### config.mk
export PLATFORM = sky130hd
export DESIGN_NAME = uart_rx_fifo
export DESIGN_NICKNAME = d
export VERILOG_FILES = /design/src/rtl/uart_pkg.sv /design/src/rtl/sync_fifo.sv /design/src/rtl/uart_rx_fifo.sv
export SDC_FILE = /design/constraint.sdc
export NUM_CORES = 1
export LEC_CHECK = 0
export CAP_MARGIN = 20
export CORE_ASPECT_RATIO = 1.5
export CORE_MARGIN = 4
export CORE_UTILIZATION = 39
export CTS_CLUSTER_DIAMETER = 50
export CTS_CLUSTER_SIZE = 12
export DETAILED_ROUTE_END_ITERATION = 12
export DONT_BUFFER_PORTS = 1
export PLACE_DENSITY = 0.53
export SLEW_MARGIN = 20
export SYNTH_ARGS = -nofsm -noshare
export SYNTH_HDL_FRONTEND = slang
export SYNTH_SLANG_ARGS = --single-unit
### constraint.sdc
create_clock -name clk -period 4.75 [get_ports clk]
set_input_delay 0.475 -clock clk [delete_from_list [all_inputs] [get_ports clk]]
set_output_delay 0.475 -clock clk [all_outputs]
set_load 0.02 [all_outputs]
### src/rtl/uart_pkg.sv
// Shared types and helpers for the UART receive path.
package uart_pkg;

    localparam int unsigned UART_DATA_BITS = 8;

    typedef enum logic [2:0] {
        StIdle,
        StStart,
        StData,
        StStop,
        StBreak
    } rx_state_t;

    // Clocks per bit, rounded to the nearest integer.
    function automatic int unsigned cpb(input int unsigned clk_hz, input int unsigned baud);
        return (clk_hz + baud / 2) / baud;
    endfunction

endpackage

### src/rtl/sync_fifo.sv
// Single-clock first-word-fall-through FIFO; the head entry is always on rd_data.
module sync_fifo #(
    parameter int unsigned WIDTH = 8,
    parameter int unsigned DEPTH = 16
) (
    input  logic                   clk,
    input  logic                   reset,
    input  logic                   wr_en,
    input  logic [WIDTH-1:0]       wr_data,
    input  logic                   rd_en,
    output logic [WIDTH-1:0]       rd_data,
    output logic                   full,
    output logic                   empty,
    output logic [$clog2(DEPTH):0] count
);

    localparam int unsigned AW = $clog2(DEPTH);
    localparam int unsigned CW = AW + 1;

    logic [WIDTH-1:0] mem [DEPTH];
    logic [AW-1:0]    wr_ptr_q, rd_ptr_q;
    logic [CW-1:0]    count_q, count_d;
    logic             do_wr, do_rd;

    assign full    = (count_q == CW'(DEPTH));
    assign empty   = (count_q == '0);
    assign count   = count_q;
    // Data is meaningless while empty; hold it at zero so reset leaves a clean output.
    assign rd_data = empty ? '0 : mem[rd_ptr_q];

    // A write into a full FIFO is allowed when a pop frees the head in the same cycle.
    always_comb begin
        do_rd   = rd_en && !empty;
        do_wr   = wr_en && (!full || do_rd);
        count_d = count_q;
        if (do_wr && !do_rd) begin
            count_d = count_q + 1'b1;
        end else if (do_rd && !do_wr) begin
            count_d = count_q - 1'b1;
        end
    end

    // Pointer and occupancy registers.
    always_ff @(posedge clk or posedge reset) begin
        if (reset) begin
            wr_ptr_q <= '0;
            rd_ptr_q <= '0;
            count_q  <= '0;
        end else begin
            if (do_wr) wr_ptr_q <= wr_ptr_q + 1'b1;
            if (do_rd) rd_ptr_q <= rd_ptr_q + 1'b1;
            count_q <= count_d;
        end
    end

    // Storage array; no reset needed since reads are gated by empty.
    always_ff @(posedge clk) begin
        if (do_wr) mem[wr_ptr_q] <= wr_data;
    end

endmodule

### src/rtl/uart_rx_fifo.sv
// 8N1 UART receiver with glitch-rejecting start detection, FWFT receive FIFO and
// sticky framing/overrun flags.
module uart_rx_fifo
    import uart_pkg::*;
#(
    parameter int unsigned CLK_HZ     = 100_000_000,
    parameter int unsigned BAUD       = 115200,
    parameter int unsigned FIFO_DEPTH = 16
) (
    input  logic                          clk,
    input  logic                          reset,
    input  logic                          rxd,
    output logic [7:0]                    rd_data,
    output logic                          rd_valid,
    input  logic                          rd_en,
    output logic [$clog2(FIFO_DEPTH):0]   level,
    output logic                          frame_err,
    output logic                          overrun,
    input  logic                          err_clr
);

    localparam int unsigned CPB   = cpb(CLK_HZ, BAUD);
    localparam int unsigned HALF  = CPB / 2;
    localparam int unsigned CNT_W = $clog2(CPB);
    localparam int unsigned BIT_W = $clog2(UART_DATA_BITS);

    logic                      sync_q, rx_s;
    rx_state_t                 state_q, state_d;
    logic [CNT_W-1:0]          cnt_q, cnt_d;
    logic [BIT_W-1:0]          bit_q, bit_d;
    logic [UART_DATA_BITS-1:0] shreg_q, shreg_d;
    logic                      frame_err_q, frame_err_d;
    logic                      overrun_q, overrun_d;
    logic                      push, fe_set, ov_set;
    logic                      fifo_full, fifo_empty;

    // Two-flop synchroniser; idle-high reset value so reset never looks like a start bit.
    always_ff @(posedge clk or posedge reset) begin
        if (reset) begin
            sync_q <= 1'b1;
            rx_s   <= 1'b1;
        end else begin
            sync_q <= rxd;
            rx_s   <= sync_q;
        end
    end

    // Receive FSM: baud counter, bit index and shift register next-state.
    always_comb begin
        state_d = state_q;
        cnt_d   = cnt_q;
        bit_d   = bit_q;
        shreg_d = shreg_q;
        push    = 1'b0;
        fe_set  = 1'b0;
        unique case (state_q)
            StIdle: begin
                if (!rx_s) begin
                    state_d = StStart;
                    cnt_d   = CNT_W'(HALF - 1);
                end
            end
            StStart: begin
                if (cnt_q == '0) begin
                    if (rx_s) begin
                        state_d = StIdle;
                    end else begin
                        state_d = StData;
                        cnt_d   = CNT_W'(CPB - 1);
                        bit_d   = '0;
                    end
                end else begin
                    cnt_d = cnt_q - 1'b1;
                end
            end
            StData: begin
                if (cnt_q == '0) begin
                    shreg_d = {rx_s, shreg_q[UART_DATA_BITS-1:1]};
                    cnt_d   = CNT_W'(CPB - 1);
                    if (bit_q == BIT_W'(UART_DATA_BITS - 1)) begin
                        state_d = StStop;
                    end else begin
                        bit_d = bit_q + 1'b1;
                    end
                end else begin
                    cnt_d = cnt_q - 1'b1;
                end
            end
            StStop: begin
                if (cnt_q == '0) begin
                    if (rx_s) begin
                        push    = 1'b1;
                        state_d = StIdle;
                    end else begin
                        fe_set  = 1'b1;
                        state_d = StBreak;
                    end
                end else begin
                    cnt_d = cnt_q - 1'b1;
                end
            end
            StBreak: begin
                if (rx_s) state_d = StIdle;
            end
            default: state_d = StIdle;
        endcase
    end

    // Sticky flags: a new error event wins over a simultaneous clear.
    always_comb begin
        ov_set      = push && fifo_full && !rd_en;
        frame_err_d = fe_set ? 1'b1 : (err_clr ? 1'b0 : frame_err_q);
        overrun_d   = ov_set ? 1'b1 : (err_clr ? 1'b0 : overrun_q);
    end

    // FSM and flag state registers.
    always_ff @(posedge clk or posedge reset) begin
        if (reset) begin
            state_q     <= StIdle;
            cnt_q       <= '0;
            bit_q       <= '0;
            shreg_q     <= '0;
            frame_err_q <= 1'b0;
            overrun_q   <= 1'b0;
        end else begin
            state_q     <= state_d;
            cnt_q       <= cnt_d;
            bit_q       <= bit_d;
            shreg_q     <= shreg_d;
            frame_err_q <= frame_err_d;
            overrun_q   <= overrun_d;
        end
    end

    sync_fifo #(
        .WIDTH (UART_DATA_BITS),
        .DEPTH (FIFO_DEPTH)
    ) u_fifo (
        .clk     (clk),
        .reset   (reset),
        .wr_en   (push),
        .wr_data (shreg_q),
        .rd_en   (rd_en),
        .rd_data (rd_data),
        .full    (fifo_full),
        .empty   (fifo_empty),
        .count   (level)
    );

    assign rd_valid  = !fifo_empty;
    assign frame_err = frame_err_q;
    assign overrun   = overrun_q;

endmodule

==> flow_metrics.py <==
metrics = {
    "floorplanning": {
        "core-area_sq_um": 17900,
        "start_util_pct": 39.6,
        "die_w_microns": 118,
        "dieArea_sq_um": 20500,
        "die_h_microns": 173,
        "io-pin-count": 21,
        "std_cell_rows": 60,
    },
    "routing": {
        "ant_nets": 0,
        "wl_per_cell_microns": 21.4,
        "drt_iter0_markers": 255,
        "drc": 0,
        "first_pass_iters": 5,
        "wl_microns": 13800,
        "vias": 3458,
        "vias_per_cell": 5.37,
    },
    "place": {
        "dp.cells": 612,
        "port-buffer-count": 0,
        "hpwl_microns": 9280,
        "place.gp.congestion": 0.862,
    },
    "logic_synthesis": {
        "syn_area_sq_um": 7100,
        "yosys_warnings": 0,
        "synth_edf_count": 128,
        "syn_nets": 427,
        "synthCells": 409,
        "synth_ff_type": "edfxtp_1",
        "synthDistinctLibCells": 47,
        "avgSynthCellArea_sq_um": 17.4,
        "ys_ff_latch": 169,
        "ys_seq_area_share_pct": 68.6,
        "async_flop_share_pct": 24.3,
    },
    "clock_network": {
        "post_cts_buffers": 0,
        "clock_sinks": 169,
        "clockBufferDepth": 2,
        "htreeDepth": 4,
        "cts_buffers": 17,
        "cts_tree": "yes",
        "clk_latency_ns": 0.43,
        "cts-root-buf": "clkbuf_16",
        "cts_resized": 0,
        "holdBufCountCts": 0,
        "clk_pin_slew_worst_paths_ns": 0.06,
    },
    "power": {
        "leakagePower_nw": 3.07,
        "finalPower_mw": 3.59,
        "power_density_nw_per_um2": 453,
        "irDropWorstVdd_uv": 237,
    },
    "worst_hold_path": {
        "hold_class": "in -> reg",
    },
    "job": {
        "maxCapViolCount": 0,
    },
    "sta": {
        "finClkSkew_ns": 0.0103,
        "slew_headroom_pct": 37.0,
        "maxSlewViolCount": 0,
        "tightest_slew_ns": 0.937,
        "max_freq_mhz": 256,
        "setup_viol": 0,
        "rsz0062_at_grt": "no",
        "finalHoldViolCount": 0,
        "period_share_pct": 82.2,
        "min_period_ns": 3.91,
        "finalSetupTns_ns": 0,
        "whs_ns": 0.0397,
    },
    "global_route": {
        "grt_pass1_vias": 3747,
        "track_usage_pct": 14.4,
        "grt_max_degree": 42,
        "antenna_found_initial": 0,
        "grt_pass1_wl_microns": 22200,
        "overflow": 0,
    },
    "worst_setup_path": {
        "critPathLaunchType": "register",
        "cp.arrival_ns": 4.20,
        "worstPathMaxFanout": 8,
        "cp_data_required_time_ns": 5.05,
        "end_kind": "register",
        "worstSetupPathType": "reg -> reg",
    },
    "finish": {
        "drive_above_1_share_pct": 22.2,
        "final_core_util_pct": 44.2,
        "fill_cells": 1523,
        "nNetsFinal": 432,
        "layout.cells.non_filler": 644,
        "n_antenna_cell": 0,
        "area_delta_synth_final_pct": 11.8,
    },
    "status": {
        "outcome": "complete, no violations",
    },
}
==> flip-flops by register name (all words and copies together) (netlist names) <==
register         flops
u_fifo.count         5
state_q              3
u_fifo.mem         128
u_fifo.wr_ptr_q      4
cnt_q               10
frame_err            1
overrun              1
bit_q                3
sync_q               1
rx_s                 1
shreg_q              8
u_fifo.rd_ptr_q      4
==> layer usage <==
metal	global-route usage (%)	vias up	wire (microns)	share of wire [%]
met5	0	-	0	0
met4	4.74	0	202	1.5
met3	3.72	15	476	3.4
met2	24.7	70	7300	53
met1	17.7	1765	5830	42
li1	-	1608	-	-
==> worst paths after layout <==
check                          from                  to  slack (ns)  cells after the start
max                        cnt_q[0]     u_fifo.count[4]        0.84                     14
min                             rxd              sync_q        0.04                      0
max reg2reg                cnt_q[0]     u_fifo.count[4]        0.84                     14
min reg2reg                  sync_q                rx_s        0.36                      0
max in group asynchronous     reset  u_fifo.rd_ptr_q[0]        4.30                      2
min in group asynchronous     reset     u_fifo.count[2]        0.06                      2
==> synth_stat cells (all sizes together) (2+ instances only) <==
cell      n  area (sq um)
nand2    16          60.1
xnor2    12           105
nand3b    2          15.0
dfstp     2          52.6
o32ai     2          17.5
or3       5          36.3
nand2b    3          18.8
or4       2          18.8
inv      13          53.8
o21a      2          15.0
mux2      9           101
buf       6          25.0
clkbuf   13          48.8
o41ai     2          17.5
nor3      7          45.0
mux4     40           901
a211oi    4          30.0
xor2      2          17.5
nor3b     2          25.0
a21oi     7          35.0
and2     26           163
nor4      5          31.3
o31ai     2          15.0
o22ai     2          12.5
nand4     2          12.5
a31oi     2          12.5
a21o      4          30.0
o22a      2          17.5
dfrtp    39           976
nor2     16          60.1
o21ai     9          45.0
ha       12           150
edfxtp  128          3840
==> worst max-delay path, stage by stage, from the launching register on <==
cell	delay (ns)
dfrtp_1	0.42
inv_1	0.09
ha_1	0.16
or4b_1	0.59
or3_1	0.53
or3_4	0.48
inv_6	0.10
ha_1	0.18
inv_1	0.11
fa_1	0.42
a21o_1	0.18
a21oi_1	0.17
xnor2_1	0.14
nor2_1	0.06
xor2_1	0.15
==> placed cells by master (no fill, tap or decap), drive strengths merged, types with 7 or more instances in the layout <==
| master | netlist | routed |
|---|---|---|
| edfxtp | 128 | 128 |
| mux4 | 40 | 40 |
| dfrtp | 39 | 39 |
| and2 | 26 | 26 |
| clkbuf | 13 | 18 |
| nor2 | 16 | 16 |
| nand2 | 16 | 16 |
| inv | 13 | 15 |
| xnor2 | 12 | 12 |
| ha | 12 | 12 |
| mux2 | 9 | 9 |
| o21ai | 9 | 9 |
| a21oi | 7 | 7 |
| nor3 | 7 | 7 |
| clkinv | 0 | 7 |
==> area by class of cell <==
cell class	instances	area (sq um)	share of cell area, %
well taps	217	272	3.42
clock buffers	18	429	5.41
clock inverters	14	173	2.18
repair buffers	5	37.5	0.473
flip-flops and latches	169	4870	61.4
inverters	13	53.8	0.678
multi-input cells	208	2100	26.5
==> kinds of logic (layout without fill, tap and decap cells) <==
| logic type | count (synthesis) | count (layout) | share of synthesized area (%) |
|---|---|---|---|
| flops | 169 | 169 | 68.6 |
| simple gates | 91 | 91 | 7.47 |
| mux | 49 | 49 | 14.1 |
| compound gates | 41 | 41 | 3.86 |
| buf+inv | 32 | 50 | 1.80 |
| xor+xnor | 14 | 14 | 1.73 |
| fa+ha+maj | 13 | 13 | 2.40 |
==> power by group <==
part	internal, mW	leakage, nW	switching [mW]
clock network	0.831	0.288	0.570
registers	1.61	2.02	0.183
logic	0.223	0.771	0.175
==> through the flow <==
stage / setup WS [ns] / cell area [sq um]
2_1_floorplan: 1.14 / 7100
3_3_place_gp: 0.944 / 7340
3_5_place_dp: 0.888 / 7340
4_1_cts: 0.857 / 7940
5_1_grt: 0.630 / 7940
6_report: 0.845 / 7940
Power figures use the tool's default switching activity.
